File: src/rtl/move_collector.sv
// move_collector
//   Drains the per-square move FIFOs of the square-unit array and serialises
//   their packed 8-move words into one stream of valid 19-bit moves.
//   Invalid slots (bit 18 set) are dropped, and a saturating move count is
//   kept per board.
//
// Ports
//   clk         rising-edge clock
//   reset       asynchronous, active-low reset
//   start       one-cycle pulse: a new board is loaded, so begin a pass
//   gen_done    AND of all square-unit done outputs
//   fifo_empty  per-unit FIFO empty flags
//   unit_sel    unit being read; drives the external 64:1 read-data mux
//   rden        read enable for FIFO[unit_sel]
//   fifo_word   muxed FIFO output; slot k is bits [19k+18:19k]
//   mv_valid    mv_data holds a valid move
//   mv_data     move {invalid, promote, pawn, pawn2, ep, castle, capture, from, to}
//   mv_ready    consumer accept
//   move_count  moves emitted this pass (saturates at MAX_MOVES)
//   overflow    sticky: a valid move was dropped at MAX_MOVES
//   list_done   one-cycle pulse at the end of a pass
//   busy        high whenever the collector is not idle
module move_collector #(
    parameter int unsigned NUM_UNITS = 64,
    parameter int unsigned MAX_MOVES = 255,
    parameter int unsigned RD_LAT    = 1,
    localparam int unsigned SEL_W    = $clog2(NUM_UNITS)
) (
    input  logic                 clk,
    input  logic                 reset,
    input  logic                 start,
    input  logic                 gen_done,
    input  logic [NUM_UNITS-1:0] fifo_empty,
    output logic [SEL_W-1:0]     unit_sel,
    output logic                 rden,
    input  logic [151:0]         fifo_word,
    output logic                 mv_valid,
    output logic [18:0]          mv_data,
    input  logic                 mv_ready,
    output logic [7:0]           move_count,
    output logic                 overflow,
    output logic                 list_done,
    output logic                 busy
);

    typedef enum logic [2:0] {
        ST_IDLE, ST_SCAN, ST_READ, ST_WAIT, ST_UNPACK, ST_CHECK
    } state_e;

    state_e             state_q, state_d;
    logic [SEL_W-1:0]   unit_sel_q, unit_sel_d;
    logic [SEL_W-1:0]   ptr_q, ptr_d;
    logic [2:0]         slot_q, slot_d;
    logic [7:0]         lat_q, lat_d;
    logic [7:0][18:0]   word_q, word_d;
    logic               rden_q, rden_d;
    logic               mv_valid_q, mv_valid_d;
    logic [18:0]        mv_data_q, mv_data_d;
    logic [7:0]         move_count_q, move_count_d;
    logic               overflow_q, overflow_d;
    logic               list_done_q, list_done_d;

    // Round-robin search, starting at ptr_q
    int unsigned        scan_idx;
    logic [SEL_W-1:0]   cand;
    logic               found;
    logic [SEL_W-1:0]   found_idx;

    always_comb begin
        scan_idx  = 0;
        cand      = '0;
        found     = 1'b0;
        found_idx = '0;
        for (int unsigned i = 0; i < NUM_UNITS; i++) begin
            scan_idx = 32'(ptr_q) + i;
            if (scan_idx >= NUM_UNITS) begin
                scan_idx = scan_idx - NUM_UNITS;
            end
            cand = scan_idx[SEL_W-1:0];
            if (!found && !fifo_empty[cand]) begin
                found     = 1'b1;
                found_idx = cand;
            end
        end
    end

    logic [18:0] cur_slot;
    logic [18:0] nxt_slot;
    logic        slot_done;
    logic [7:0]  count_n;

    always_comb begin
        state_d      = state_q;
        unit_sel_d   = unit_sel_q;
        ptr_d        = ptr_q;
        slot_d       = slot_q;
        lat_d        = lat_q;
        word_d       = word_q;
        rden_d       = 1'b0;
        mv_valid_d   = mv_valid_q;
        mv_data_d    = mv_data_q;
        move_count_d = move_count_q;
        overflow_d   = overflow_q;
        list_done_d  = 1'b0;
        cur_slot     = word_q[slot_q];
        nxt_slot     = word_q[slot_q - 3'd1];
        slot_done    = 1'b0;
        count_n      = move_count_q;

        case (state_q)
            ST_IDLE: begin
                if (start) begin
                    move_count_d = '0;
                    overflow_d   = 1'b0;
                    ptr_d        = '0;
                    state_d      = ST_SCAN;
                end
            end
            ST_SCAN: begin
                if (found) begin
                    unit_sel_d = found_idx;
                    rden_d     = 1'b1;
                    state_d    = ST_READ;
                end else if (gen_done) begin
                    state_d = ST_CHECK;
                end
            end
            ST_READ: begin
                lat_d   = 8'(RD_LAT - 1);
                state_d = ST_WAIT;
            end
            ST_WAIT: begin
                if (lat_q == '0) begin
                    word_d  = fifo_word;
                    slot_d  = 3'd7;
                    state_d = ST_UNPACK;
                end else begin
                    lat_d = lat_q - 8'd1;
                end
            end
            ST_UNPACK: begin
                if (mv_valid_q) begin
                    if (mv_ready) begin
                        count_n      = move_count_q + 8'd1;
                        move_count_d = count_n;
                        mv_valid_d   = 1'b0;
                        slot_done    = 1'b1;
                    end
                end else if (cur_slot[18]) begin
                    slot_done = 1'b1;
                end else if (32'(move_count_q) >= MAX_MOVES) begin
                    overflow_d = 1'b1;
                    slot_done  = 1'b1;
                end else begin
                    mv_valid_d = 1'b1;
                    mv_data_d  = cur_slot;
                end
                // Finishing a slot also looks ahead to the next one, so that a
                // run of valid slots is presented back-to-back at one per cycle.
                if (slot_done) begin
                    if (slot_q == 3'd0) begin
                        ptr_d   = (32'(unit_sel_q) == NUM_UNITS - 1) ? '0 : unit_sel_q + 1'b1;
                        state_d = ST_SCAN;
                    end else begin
                        slot_d = slot_q - 3'd1;
                        if (!nxt_slot[18] && (32'(count_n) < MAX_MOVES)) begin
                            mv_valid_d = 1'b1;
                            mv_data_d  = nxt_slot;
                        end
                    end
                end
            end
            ST_CHECK: begin
                // gen_done can rise while words are still landing in the FIFOs
                if ((&fifo_empty) && gen_done) begin
                    list_done_d = 1'b1;
                    state_d     = ST_IDLE;
                end else begin
                    state_d = ST_SCAN;
                end
            end
            default: state_d = ST_IDLE;
        endcase
    end

    always_ff @(posedge clk or negedge reset) begin
        if (!reset) begin
            state_q      <= ST_IDLE;
            unit_sel_q   <= '0;
            ptr_q        <= '0;
            slot_q       <= '0;
            lat_q        <= '0;
            word_q       <= '0;
            rden_q       <= 1'b0;
            mv_valid_q   <= 1'b0;
            mv_data_q    <= '0;
            move_count_q <= '0;
            overflow_q   <= 1'b0;
            list_done_q  <= 1'b0;
        end else begin
            state_q      <= state_d;
            unit_sel_q   <= unit_sel_d;
            ptr_q        <= ptr_d;
            slot_q       <= slot_d;
            lat_q        <= lat_d;
            word_q       <= word_d;
            rden_q       <= rden_d;
            mv_valid_q   <= mv_valid_d;
            mv_data_q    <= mv_data_d;
            move_count_q <= move_count_d;
            overflow_q   <= overflow_d;
            list_done_q  <= list_done_d;
        end
    end

    assign unit_sel   = unit_sel_q;
    assign rden       = rden_q;
    assign mv_valid   = mv_valid_q;
    assign mv_data    = mv_data_q;
    assign move_count = move_count_q;
    assign overflow   = overflow_q;
    assign list_done  = list_done_q;
    assign busy       = (state_q != ST_IDLE);

endmodule

File: config.mk
export PLATFORM = sky130hd
export DESIGN_NAME = move_collector
export DESIGN_NICKNAME = d
export VERILOG_FILES = /design/src/rtl/move_collector.sv
export SDC_FILE = /design/constraint.sdc
export NUM_CORES = 1
export LEC_CHECK = 0
export CAP_MARGIN = 15
export CORE_MARGIN = 1
export CORE_UTILIZATION = 33
export CTS_CLUSTER_SIZE = 10
export DETAILED_ROUTE_END_ITERATION = 7
export PLACE_DENSITY = 0.62
export RECOVER_POWER = 50
export SETUP_SLACK_MARGIN = 0.3
export SLEW_MARGIN = 20
export SYNTH_ARGS = -nofsm -noshare
export SYNTH_HDL_FRONTEND = slang
export SYNTH_SLANG_ARGS = --single-unit
File: constraint.sdc
create_clock -name clk -period 6.7 [get_ports clk]
set_input_delay 0.67 -clock clk [delete_from_list [all_inputs] [get_ports clk]]
set_output_delay 0.67 -clock clk [all_outputs]
set_load 0.1 [all_outputs]
==> impl_metrics.yaml <==
logic_synthesis:
  ys_warn_count: 0
  ys_top_cells_by_area: "mux4_2 24%, dfrtp_1 22%, mux2_2 8.5%, mux2i_1 4.3%, nand2_1 3.7%"
  ys.flop_type: "dfrtp_1"
  synthCells: 2422
  ys_types: 99
  synth_common_cells: "251 x mux4_2, 235 x nand2_1, 209 x dfrtp_1, 181 x mux2_2, 177 x nor2_1"
  synth_edf_count: 0
  yosysTopAreaCell: "mux4_2"
  synth_nets: 2665
  ys_seq_elements: 209
  synth_top_area_share_pct: 23.6
  ys_seq_area_share_pct: 21.8
  synthArstFlopShare_pct: 100
  synth_area_um2: 24000
  yosysMostFrequentCell: "mux4_2"
  syn-mean-instance-area_um2: 9.91
worst_setup_path:
  reg2reg_to: "unit_sel[5]"
  critPathSlowestCell: "mux4_2"
  r2r_start: "ptr_q[1]"
  crit_chain: "inv_1 -> ha_1 -> a21bo_2 -> buf_4 -> xnor2_2 -> mux4_2 -> mux2i_1 -> mux2i_1 -> and4b_1 -> and4_1 -> buf_4 -> nand3_1 -> o221ai_1 -> nor4bb_1 -> nand2_1 -> o211ai_1 -> a31oi_1 -> buf_4 -> a211oi_1 -> o21ai_1 -> a22o_1"
  critPathRequiredTime_ns: 7.14
  path_depth: 21
  crit_type: "flip-flop to flip-flop"
  crit_top_cell: "buf_4"
  r2r_cells: 21
  cp-start-kind: "flip-flop"
  cp.arrival_ns: 6.75
  end_kind: "flip-flop"
  rrSetupSlack_ns: 0.39
  cp_top_family: "multiplexers"
  path_max_fanout: 14
  path_buf_inv: 4
  slowest_delay_ns: 0.57
min_path:
  worstHoldStart: "lat_q[0]"
  worstHoldPathType: "flip-flop to flip-flop"
  hold_depth: 1
  hold_end: "lat_q[0]"
clock_network:
  cts_max_path_buffers: 3
  clk_latency_ns: 0.55
  clock-sinks: 209
  htreeDepth: 1
  root_buffer: "clkbuf_16"
  cts_tree: "built"
  clk_pin_slew_ns: 0.06
  cts_buffers: 25
floorplanning:
  dieArea_um2: 73800
  start_util_pct: 33.5
  ioPinCount: 259
  core_area_um2: 71700
  placementRows: 98
  die_w_um: 272
  die-height_um: 272
power_and_ir_drop:
  peakVddDrop_uv: 284
  p_leak_nw: 11.2
  p_per_area_nw_per_um2: 505
timing:
  tns_ns: 0
  drv_slew: 163
  fmax_ghz: 0.158
  setup_violations: 0
  fin_crit_sh_pct: 94.2
  rsz0062_at_grt: "yes"
  fin_crit_ns: 6.31
  hold_viol: 0
  whs_ns: 0.494
  relSlewSlack_pct: -225
  worst_pin_slew_ns: 4.88
  fin_worst_skew_ns: 0.0245
grt:
  antenna_found_initial: 17
  grt_pass1_wl_um: 179000
  grt_usage_pct: 33.3
  grt_start_max_net_pins: 91
  grt_pass1_vias: 24600
  overflow: 0
drt:
  drtIter0Drc: 3339
  num_vias: 24900
  vias_per_cell: 6.61
  drc_errors: 0
  wl_per_cell_um: 33.4
  drt_pass1_iterations: 6
  wl_um: 126000
  ant_nets: 0
layout:
  multi_input_area_um2: 17800
  fin_nets: 3033
  num-fill-cells: 6954
  areaGrowthSynthToFinish_pct: 24.0
  drive_gt1_share_pct: 28.3
  seq_area_um2: 5240
placement:
  hpwl_um: 101000
  gp_congestion: 1.11
  io_buffers: 258
flow_run:
  maxCapViolCount: 3
outcome:
  run_status: "complete, but fails checks"
  violations: "capacitance limit, slew limit"
per-stage QoR:
step	cell area [um2]	worst slack, ns	instances	power (mW)	utilization [%]
after detailed placement	28900	0.0547	3707	13.4	40.3
after CTS	29600	0.332	3738	14.7	41.3
after global routing	29800	0.144	3756	15.6	41.5
final	29800	0.387	3757	15.0	41.5
after floorplan	24000	0.330	2422	9.20	-
after global placement	28900	0.214	3707	13.4	40.3
state kept, by name, summed over array words and instances (netlist names):
name	cells
word_q	152
mv_data	19
lat_q	8
move_count	8
ptr_q	6
unit_sel	6
slot_q	3
state_q	3
list_done	1
mv_valid	1
overflow	1
rden	1
report_power, final:
part / total (mW) / switching [mW] / leakage, nW / internal [mW]
sequential: 2.42 / 0.566 / 2.51 / 1.85
combinational: 11.4 / 6.89 / 8.35 / 4.53
clock: 1.20 / 0.515 / 0.333 / 0.681
cells by family (layout without fill, tap and decap cells):
| family | count (synthesis) | in the layout | share of synthesized area [%] |
|---|---|---|---|
| adder cells (fa/ha/maj) | 22 | 22 | 1.15 |
| other | 0 | 13 | 0 |
| buffers and inverters | 234 | 606 | 4.60 |
| AND/OR/NAND/NOR | 795 | 795 | 16.6 |
| multiplexers | 541 | 541 | 36.9 |
| AO/OA/AOI/OAI | 534 | 534 | 15.5 |
| flip-flops | 209 | 209 | 21.8 |
| XOR/XNOR | 87 | 87 | 3.50 |
metal layers:
layer	GRT usage, %	part of all wire (%)
met1	43.1	39
met2	52.0	45
met3	6.75	9.5
met4	18.8	6.6
met5	0	0.033
layout make-up:
type | count | share of cell area [%]
inverters | 68 | 0.870
multi-input cells | 1979 | 59.9
flip-flops and latches | 209 | 17.6
well taps | 950 | 3.99
repair buffers | 507 | 15.2
clock inverters | 2 | 0.0967
diodes | 13 | 0.109
clock buffers | 29 | 2.19
repair_timing:
action                                  4_1_cts  5_1_grt
endpoints found under the setup margin        5        6
hold buffers                                  0        0
gates cloned                                  0        0
resized for setup                             4       12
pin swaps                                     0        1
buffers inserted                              0        5
layout by cell type, fill, tap and decap left out, drive strengths merged, types with 67 or more instances in the layout:
master         count
buf              247
a21oi            102
mux4             255
nand3             85
nor2             178
clkdlybuf4s50    256
mux2             181
xnor2             74
mux2i            105
o21ai            107
dfrtp            209
inv               67
nand2            236
worst reg2reg max path: stages (launching register included):
cell and delay [ns]:
dfrtp_2 0.45, inv_1 0.20, ha_1 0.38, a21bo_2 0.39, buf_4 0.23, xnor2_2 0.49, mux4_2 0.58, mux2i_1 0.55
mux2i_1 0.33, and4b_1 0.40, and4_1 0.29, buf_4 0.19, nand3_1 0.19, o221ai_1 0.21, nor4bb_1 0.41, nand2_1 0.09
o211ai_1 0.11, a31oi_1 0.08, buf_4 0.18, a211oi_1 0.21, o21ai_1 0.09, a22o_1 0.18
worst max-delay path by stage:
stage             start           to
2_1_floorplan  ptr_q[2]  unit_sel[1]
3_3_place_gp   ptr_q[1]  unit_sel[0]
3_5_place_dp   ptr_q[1]  unit_sel[0]
4_1_cts        ptr_q[1]  unit_sel[5]
5_1_grt           reset     ptr_q[0]
6_report       ptr_q[1]  unit_sel[5]
(Power assumes the default switching activity.)
